[src/rtl/shift_sequencer_32bit.sv]
// Multi-cycle 32-bit shift/rotate sequencer: one single-bit LSL/LSR/ASR/ROL step per clock,
// with a start/ready handshake and a one-cycle done pulse.
module shift_sequencer_32bit (
  input  logic        clk,
  input  logic        rst_n,
  input  logic        start_i,
  input  logic [1:0]  op_i,
  input  logic [4:0]  amt_i,
  input  logic [31:0] din_i,
  output logic        ready_o,
  output logic        busy_o,
  output logic        done_o,
  output logic [31:0] dout_o,
  output logic        cout_o
);

  typedef enum logic [1:0] {StIdle, StShift, StDone} state_e;

  localparam logic [1:0] OpLsl = 2'b00;
  localparam logic [1:0] OpLsr = 2'b01;
  localparam logic [1:0] OpAsr = 2'b10;
  localparam logic [1:0] OpRol = 2'b11;

  state_e      state_q;
  logic [4:0]  cnt_q;
  logic [1:0]  op_q;
  logic [31:0] dout_q;
  logic        cout_q;

  always_ff @(posedge clk or negedge rst_n) begin
    if (!rst_n) begin
      state_q <= StIdle;
      cnt_q   <= 5'd0;
      op_q    <= OpLsl;
      dout_q  <= 32'd0;
      cout_q  <= 1'b0;
    end else begin
      unique case (state_q)
        StIdle: begin
          if (start_i) begin
            dout_q  <= din_i;
            op_q    <= op_i;
            cnt_q   <= amt_i;
            cout_q  <= 1'b0;
            state_q <= (amt_i == 5'd0) ? StDone : StShift;
          end
        end
        StShift: begin
          unique case (op_q)
            OpLsl: begin
              dout_q <= {dout_q[30:0], 1'b0};
              cout_q <= dout_q[31];
            end
            OpLsr: begin
              dout_q <= {1'b0, dout_q[31:1]};
              cout_q <= dout_q[0];
            end
            OpAsr: begin
              dout_q <= {dout_q[31], dout_q[31:1]};
              cout_q <= dout_q[0];
            end
            OpRol: begin
              dout_q <= {dout_q[30:0], dout_q[31]};
              cout_q <= dout_q[31];
            end
            default: ;
          endcase
          cnt_q <= cnt_q - 5'd1;
          if (cnt_q == 5'd1) begin
            state_q <= StDone;
          end
        end
        StDone: begin
          state_q <= StIdle;
        end
        default: begin
          state_q <= StIdle;
        end
      endcase
    end
  end

  // Status flags decode straight from the state register; no input reaches an output.
  assign ready_o = (state_q == StIdle);
  assign busy_o  = (state_q == StShift);
  assign done_o  = (state_q == StDone);
  assign dout_o  = dout_q;
  assign cout_o  = cout_q;

endmodule

[config.mk]
export PLATFORM = sky130hd
export DESIGN_NAME = shift_sequencer_32bit
export DESIGN_NICKNAME = d
export VERILOG_FILES = /design/src/rtl/shift_sequencer_32bit.sv
export SDC_FILE = /design/constraint.sdc
export NUM_CORES = 1
export LEC_CHECK = 0
export CELL_PAD_IN_SITES_DETAIL_PLACEMENT = 1
export CELL_PAD_IN_SITES_GLOBAL_PLACEMENT = 1
export CORE_MARGIN = 5
export CORE_UTILIZATION = 39
export CTS_BUF_LIST = sky130_fd_sc_hd__clkbuf_8
export CTS_CLUSTER_SIZE = 10
export DETAILED_ROUTE_END_ITERATION = 7
export HOLD_SLACK_MARGIN = 0.06
export PLACE_DENSITY_LB_ADDON = 0.1
export SLEW_MARGIN = 10
export SYNTH_ARGS = -nofsm -noshare
export SYNTH_HDL_FRONTEND = slang
export SYNTH_SLANG_ARGS = --single-unit
export TNS_END_PERCENT = 20
[constraint.sdc]
create_clock -name clk -period 4.1 [get_ports clk]
set_clock_uncertainty 0.1 [all_clocks]
set_input_delay 0.615 -clock clk [delete_from_list [all_inputs] [get_ports clk]]
set_output_delay 0.615 -clock clk [all_outputs]
set_load 0.03 [all_outputs]
==> impl_metrics.csv <==
group,metric,value,unit
outcome,status,"completed",
sta,relSlewSlack,35.4,%
final_layout,final_area,0.00341,mm²
worst_setup_path,r2r-start,"op_q[0]",
worst_setup_path,worstPathArrival,2000,ps
detailed_routing,finalWirelength,7330,µm
worst_setup_path,cp_cell_sequence,"nand2b_1 -> buf_4 -> inv_4 -> clkdlybuf4s50_1",
floorplan,coreArea,0.00628,mm²
detailed_routing,firstDrtPassIters,4,
detailed_routing,viasPerCell,5.88,
synthesis,yosys-top-cells-area,"dfrtp_1 42%, mux2i_1 9.2%, o21ai_0 8.4%",
synthesis,syn_inst,256,
place,place.gp.congestion,0.865,
sta,period_share,66.1,%
power_and_ir_drop,leakagePower,1.40,nW
final_layout,nets,366,
power_and_ir_drop,p_per_area,905,mW/mm²
cts,cts_setup_buffers,0,
synthesis,ys_types,40,
sta,rsz0062_at_grt,"no",
grt,grt_pass1_vias,2364,
floorplan,initial_core_util,39.7,%
grt,antenna_found_initial,0,
power_and_ir_drop,power_switching,0.00145,W
worst_setup_path,r2r_setup_slack,1540,ps
final_layout,fillers,708,
power_and_ir_drop,ir_drop,828,µV
synthesis,synth_seq_area_share,42.1,%
detailed_routing,via_count,2330,
grt,overflow,0,
synthesis,synth-edff-count,0,
detailed_routing,wl_per_cell,18.5,µm
synthesis,synthArstFlopShare,100,%
place,place_area,0.00327,mm²
worst_setup_path,critPathSlowestCell,"clkdlybuf4s50_1",
power_and_ir_drop,total_power,0.00309,W
sta,final-hold-violation-count,0,
worst_setup_path,critPathLaunch,"state_q[1]",
cts,cts_buffers,5,
final_layout,seqCellArea,0.00105,mm²
cts,cts_resized,0,
power_and_ir_drop,p_int,0.00164,W
floorplan,die_w,90.0,µm
final_layout,most-common-layout-cells,"76 x clkdlybuf4s50_1, 42 x o21ai_0, 42 x dfrtp_1, 23 x mux2i_1",
cts,cts_tree,"built",
cts,htreeDepth,2,
worst_setup_path,cpLargestDelayFamily,"buffers and inverters",
synthesis,ys_ff_latch,42,
floorplan,pin_count,78,
final_layout,mostFrequentLayoutCell,"clkdlybuf4s50_1",
worst_setup_path,r2r_cells,5,
final_layout,multi_input_area,0.00130,mm²
floorplan,die_h,90.0,µm
final_layout,antenna_cells,0,
place,port_buffers,77,
final_layout,area_growth,36.9,%
sta,tns,0,ps
worst_setup_path,path_class,"reg2out",
cts,clk_latency,300,ps
synthesis,synthFlopType,"dfrtp_1",
detailed_routing,drtIter0Drc,90,
synthesis,yosys_warnings,0,
worst_setup_path,crit_buf_inv,3,
sta,finalMaxSlewViolations,0,
worst_setup_path,critPathCapture,"busy_o",
min_path,hold_path.class,"in2async",
worst_setup_path,cp_max_fo,16,
detailed_routing,drcViolationCount,0,
cts,clkSinkCount,42,
worst_setup_path,crit_path_start_kind,"flop",
sta,max_freq,0.369,GHz
worst_setup_path,cp-end-kind,"output pin",
final_layout,drive_gt1_share,6.27,%
flow_run,maxCapViolations,0,
synthesis,netlist_area,0.00249,mm²
grt,grt_pass1_wl,12500,µm
worst_setup_path,crit_required,3380,ps
sta,max_slew.worst_pin.slew,970,ps
grt,grt.total_usage,18.3,%
worst_setup_path,cp_slowest_stage_delay,660,ps
worst_setup_path,r2r_end,"dout_o[23]",
power_and_ir_drop,swShare,47.1,%
cts,ctsRootBufferMaster,"clkbuf_8",
power_and_ir_drop,p_seq_share,28.0,%
sta,setup_viol,0,
synthesis,syn_avg_cell_area,9.74,µm²
worst_setup_path,path_depth,4,
cts,clk_path_buf_depth,2,
synthesis,yosys.area.top_type,"dfrtp_1",
grt,grt_max_degree,53,
power_and_ir_drop,clock_power_share,13.3,%
place,place_hpwl,5010,µm
synthesis,synth_fp_nets,304,
sta,fin_crit,2710,ps
detailed_routing,ant_nets,0,
power_and_ir_drop,combPwrFrac,58.7,%
floorplan,row_count,29,
cts,cts_hold_buf,0,
cts,clk_pin_slew,90,ps
synthesis,synth.top_cell.area_share,42.1,%
sta,hold-worst-slack,371,ps
floorplan,dieArea,0.00809,mm²
-- worst reg2reg max path, stage by stage (launching register included) --
cell and delay [ps]:
dfrtp_1 410, inv_1 120, ha_1 770, o21ba_2 470, a221oi_1 410, o21ai_0 160
-- cells by family after synthesis --
| group | synth area share [%] |
|---|---|
| AOI/OAI and AO/OA | 30.6 |
| adders and majority gates | 3.01 |
| buffers and inverters | 6.17 |
| DFF | 42.1 |
| muxes | 10.1 |
| and+or+nand+nor | 7.93 |
-- state kept, by name (all words and copies together) (netlist names) --
name and count:
dout_o 32, cnt_q 5, op_q 2, state_q 2, cout_o 1
-- worst min path at each step --
stage | endpoint | cells after the start
after floorplan | cnt_q[0] | 0
after global placement | dout_o[26] | 2
after detailed placement | cout_o | 2
after CTS | dout_o[16] | 1
after global routing | dout_o[10] | 1
final | dout_o[21] | 1
-- per-stage QoR --
stage	instances	util (%)	worst slack (ps)
after global placement	388	52.1	1600
after floorplan	256	-	2220
final	396	54.4	1390
after detailed placement	388	52.1	1510
after global routing	396	54.4	1290
after CTS	396	54.4	1380
-- synthesized netlist by cell type (2+ instances only) --
cell type / count
nor2b_1: 2
o211ai_1: 2
buf_2: 10
o21ba_2: 2
a221oi_1: 9
nand2b_1: 3
dfrtp_1: 42
o21ai_0: 42
a32oi_1: 21
clkbuf_1: 11
a31oi_1: 2
o21a_1: 21
nor3_1: 2
mux2i_1: 23
o21ai_1: 2
buf_4: 3
nand3b_1: 2
ha_1: 6
o22ai_1: 2
nand3_1: 4
inv_1: 8
nor2_1: 3
nand2_1: 16
a21oi_1: 2
-- layer usage --
metal	vias up	routed length, µm	GRT usage (%)
met1	1175	3480	25.3
met2	54	3500	29.5
met3	4	300	4.17
met4	0	48	3.72
met5	-	0	0
li1	1097	-	-
-- power by group through the flow --
stage               clock [W]  sequential [W]  combinational (W)
detailed placement          0        0.000872            0.00182
global route         0.000440        0.000902            0.00199
floorplan                   0         0.00108           0.000976
global placement            0        0.000868            0.00178
finish               0.000411        0.000865            0.00181
CTS                  0.000417        0.000867            0.00183
-- layout make-up --
class / instances / share of cell area, %
repair buffers: 80 / 23.1
clock buffers: 6 / 2.42
clock inverters: 2 / 1.76
well taps: 77 / 2.82
flip-flops and latches: 42 / 30.8
inverters: 9 / 1.06
multi-input cells: 180 / 38.1
(Power assumes the default switching activity.)
